[src/rtl/regfile_wb_arbiter.sv]
// Writeback arbiter for the single register-file write port: memory loads win
// contention, but the ALU is forced through after STARVE_LIMIT consecutive losses.
module regfile_wb_arbiter #(
   parameter int STARVE_LIMIT = 3,
   parameter int CNT_W        = 16
) (
   input  logic             clk,
   input  logic             reset,
   input  logic             alu_valid,
   input  logic [4:0]       alu_wreg,
   input  logic [31:0]      alu_wdata,
   output logic             alu_ready,
   input  logic             mem_valid,
   input  logic [4:0]       mem_wreg,
   input  logic [31:0]      mem_wdata,
   output logic             mem_ready,
   output logic             regwrite,
   output logic [4:0]       wreg,
   output logic [31:0]      wdata,
   output logic [CNT_W-1:0] conflicts
);

   localparam logic [3:0] LIMIT = 4'(STARVE_LIMIT);

   logic [3:0]  streak;
   logic        both;
   logic        force_alu;
   logic        alu_xfer;
   logic        mem_xfer;
   logic [4:0]  sel_wreg;
   logic [31:0] sel_wdata;

   assign both      = alu_valid & mem_valid;
   assign force_alu = (streak == LIMIT);

   // Readies depend only on the valids and streak; held low throughout reset.
   assign alu_ready = reset & alu_valid & (~mem_valid | force_alu);
   assign mem_ready = reset & mem_valid & (~alu_valid | ~force_alu);

   assign alu_xfer  = alu_valid & alu_ready;
   assign mem_xfer  = mem_valid & mem_ready;
   assign sel_wreg  = mem_xfer ? mem_wreg  : alu_wreg;
   assign sel_wdata = mem_xfer ? mem_wdata : alu_wdata;

   always_ff @(posedge clk or negedge reset) begin
      if (!reset) begin
         regwrite  <= 1'b0;
         wreg      <= '0;
         wdata     <= '0;
         streak    <= '0;
         conflicts <= '0;
      end else begin
         if (both)
            conflicts <= conflicts + CNT_W'(1);

         if (alu_xfer)
            streak <= '0;
         else if (mem_xfer && both)
            streak <= streak + 4'd1;

         // Writes to r0 are acknowledged but never reach the register file.
         regwrite <= 1'b0;
         if ((alu_xfer || mem_xfer) && (sel_wreg != 5'd0)) begin
            regwrite <= 1'b1;
            wreg     <= sel_wreg;
            wdata    <= sel_wdata;
         end
      end
   end

endmodule

[config.mk]
export PLATFORM = sky130hd
export DESIGN_NAME = regfile_wb_arbiter
export DESIGN_NICKNAME = d
export VERILOG_FILES = /design/src/rtl/regfile_wb_arbiter.sv
export SDC_FILE = /design/constraint.sdc
export NUM_CORES = 1
export LEC_CHECK = 0
export CAP_MARGIN = 20
export CORE_MARGIN = 10
export CORE_UTILIZATION = 38
export DETAILED_ROUTE_END_ITERATION = 10
export GPL_TIMING_DRIVEN = 1
export MAX_ROUTING_LAYER = met4
export PLACE_DENSITY = 0.77
export SYNTH_ARGS = -nofsm -noshare
export SYNTH_HDL_FRONTEND = slang
export SYNTH_SLANG_ARGS = --single-unit
[constraint.sdc]
create_clock -name clk -period 1.8 [get_ports clk]
set_input_delay 0.36 -clock clk [delete_from_list [all_inputs] [get_ports clk]]
set_output_delay 0.36 -clock clk [all_outputs]
set_load 0.02 [all_outputs]
==> results.md <==
- The max-slew violation count is 0.
- Clock-pin slew was measured on the worst setup and hold paths at 70 ps.
- TritonCTS built the clock tree.
- The number of antenna repair diodes is 0.
- The clock latency on the worst-skew pair is between 300 and 400 ps.
- On the final layout, the worst clock skew is between 7 and 8 ps.
- The die is about 110 um wide.
- The run finished, with violations left.
- The count of vias placed by the detailed router is about 3100.
- The setup path with the least slack is of type in2reg.
- The total routing usage reported by global routing is approximately 17%.
- Using the TritonRoute via totals, the vias-per-cell ratio works out to between 5 and 6.
- The netlist uses 35 different library cells.
- The share of layout cells above drive strength 1 is 14.46%.
- After synthesis the cells add up to between 0.003 and 0.004 sq mm.
- The detailed router finished its first iteration with about 290 violations.
- The worst setup slack after placement is -436.9 ps.
- The layout overhead on the synthesized area is 65.23%.
- Walking the worst path, the cells encountered are clkdlybuf4s50_1 > or4_4 > o31ai_4 > buf_12 > a222oi_1.
- On the worst path, the slowest cell contributes a delay of 560 ps.
- The number of clock buffers added by TritonCTS is 9.
- The critical path's slowest cell is or4_4.
- Detailed routing placed a total of 746 um of wire on met3.
- STA puts the critical path data arrival time at approximately 2000 ps.
- After detailed routing, the number of remaining DRC violations is 0.
- The maximum number of pins on one net before global-route repair is 32.
- Summed over all cells, the static leakage comes to around 0.0025 uW.
- Counting every instance in the synthesized netlist gives 325.
- Counting I/O delays and the setup requirement, the final critical path takes approximately 1800 ps.
- The chip height is ~110 um.
- The cell row count is 32.
- The count of buffers inserted at the top-level ports is 133.
- The data required time at the worst endpoint is slightly below 2000 ps.
- Leaving out fill and tap cells, the most frequent cells in the layout are clkdlybuf4s50_1 (119), inv_1 (74), dfrtp_1 (58).
- Routability-driven placement finished with a final weighted congestion of 0.7937.
- The number of antenna violations at the first check in global routing came to 0.
- The number of endpoints with negative hold slack in the final report came to 0.
- The deepest clock path buffer count is 2.
- The library cell used most frequently in the layout, excluding fill and tap cells, is clkdlybuf4s50_1.
- Counting flops with a built-in enable in the synthesized netlist gives 0.
- The wire length of the first global-routing pass is around 16 mm.
- The initial standard-cell utilization of the core is 39.02%.
- The power per cell area is slightly above 800 mW/mm^2.
- In this run the remaining antenna-violating nets after routing total 0.
- For this run, the post-layout net count is roughly 570.
- The sequential cell area fraction in the yosys report is 48.13%.
- Dividing the detail-routed wire length by the instance count gives approximately 17 um.
- The transition time at the pin with the least slew margin is ~400 ps.
- The number of global-route vias before repair is 3192.
- The share of flip-flops with an asynchronous set or reset after synthesis is between 90% and 100%.
- The maximum vdd ir drop is about 0.34 mV.
- CTS saw 58 sinks.
- The maximum achievable frequency is around 0.54 GHz.
- Setup violations remaining at the end of the flow were counted as 36.
- The top-level port count is ~130.
- The portion of the clock cycle consumed by the worst path in the final layout is 102.8%.
- The die covers around 0.012 sq mm.
- The detailed-route wire length on metal 1 is between 4 and 5 mm.
- The setup slack of the critical path after layout is -49.52 ps.
- The highest metal layer carrying signal wires in the routed design is met4.
- In this run the worst path has a maximum fanout of 20.
- The sum of routed wire length over all layers is slightly above 10 mm.
- Setup repair after global routing could not meet its margin everywhere.
- The final setup TNS is -912.1 ps.
- The number of max-cap violations is 0.
- In the synthesized netlist the dominant register cell turns out to be dfrtp_1.
- The synthesized netlist net count is 405.
- The worst setup path is launched from a primary input.
- The number of warnings reported in the yosys synthesis log is 0.
- The half-perimeter wire length after detailed placement is around 7.6 mm.
- The number of buffers and inverters on the critical path is 2.
- The worst setup path is captured at a flip-flop.
- Detailed routing placed a total of 5.087 mm of wire on met2.
- The first TritonRoute pass finished after 6 iterations.
- The checks that failed: negative setup slack.
- The kind of cell with the highest combined delay on the critical path is buffers and inverters.
- The worst pin sits at a relative slew slack of between 70% and 80%.
- Summed over all layers, the global routing overflow is 0.
- Dividing the synthesized area by the synthesized cell count gives approximately 9 sq um.
- The tree is rooted in a clkbuf_8.
- The H-tree was split into 3 levels.
- The placeable core region is 0.007727 sq mm.
- Counting flops and latches in the post-synthesis netlist gives 58.
- The worst hold-check path type is in2async.
==> synth_stat cells, drive strengths merged, types with 2 or more instances <==
cell type / number / area (sq um)
a21oi: 38 / 190.2
a222oi: 36 / 360.4
buf: 13 / 105.1
clkbuf: 4 / 16.26
dfrtp: 58 / 1451
ha: 2 / 25.02
inv: 75 / 284.0
mux2: 2 / 22.52
nand2: 43 / 161.4
nand3: 7 / 40.04
nand4: 5 / 31.28
nor2: 8 / 32.54
nor4: 3 / 18.77
o31ai: 2 / 28.78
xnor2: 13 / 113.9
xor2: 4 / 35.03
==> path summary, 6_finish.rpt <==
kind | startpoint | to | slack [ps] | depth (start not counted)
worst max-delay path | alu_wreg[0] | wdata[4]$_DFFE_PN0P_ | -50 | 5
worst min-delay path | reset | wdata[27]$_DFFE_PN0P_ | 130 | 2
worst max register to register | streak[1]$_DFFE_PN0P_ | wdata[4]$_DFFE_PN0P_ | -10 | 8
worst min register to register | conflicts[15]$_DFFE_PN0P_ | conflicts[15]$_DFFE_PN0P_ | 470 | 1
max in group asynchronous | reset | streak[3]$_DFFE_PN0P_ | 1180 | 3
min in group clk | alu_wreg[2] | wreg[2]$_DFFE_PN0P_ | 330 | 3
==> where the power goes <==
part           switching, uW  internal, uW
Sequential               181          1500
Combinational            642           715
Clock                    517           529
Total                   1340          2740
==> repair_timing <==
action                     in CTS  in global routing
resized for setup              17                 21
hold endpoints to repair        2                  0
pin swaps                      10                 11
hold buffers                    1                  0
gates cloned                    1                  1
setup buffers                   3                  4
setup endpoints to repair      38                 47
==> metrics by stage <==
stage	total power (uW)	utilization (%)	hold slack [ps]	cells	instance area, sq um
CTS	4114	63.36	122.0	595	4896
global placement	3002	59.93	342.5	574	4631
finish	4080	64.48	127.5	600	4982
detailed placement	3036	59.93	338.8	574	4631
floorplan	2281	-	64.41	325	3015
global route	4306	64.48	165.8	600	4982
==> state kept, by name, summed over array words and instances, names as in the netlist <==
name,flops
conflicts,16
regwrite,1
streak,4
wdata,32
wreg,5
==> kinds of logic after synthesis <==
| logic type | share of synthesized area (%) |
|---|---|
| adders and majority gates | 0.8297 |
| and+or+nand+nor | 11.33 |
| AOI/OAI and AO/OA | 20.25 |
| buffers and inverters | 13.44 |
| muxes | 1.079 |
| xor gates and xnor gates | 4.938 |
| DFF | 48.13 |
==> final cells by class <==
type	instances	area [sq um]
well taps	102	127.6
repair buffers	174	1767
inverters	75	284.0
fillers	613	2745
clock inverters	5	30.03
flip-flops and latches	58	1451
multi-input cells	175	1181
clock buffers	11	141.4
==> layer usage <==
metal | up-vias | track usage, %
li1 | 1465 | -
met3 | 11 | 4.897
met4 | 0 | 5.744
met5 | - | -
met1 | 1463 | 20.25
met2 | 123 | 27.93
No activity file was read; power rests on OpenSTA's default activity.
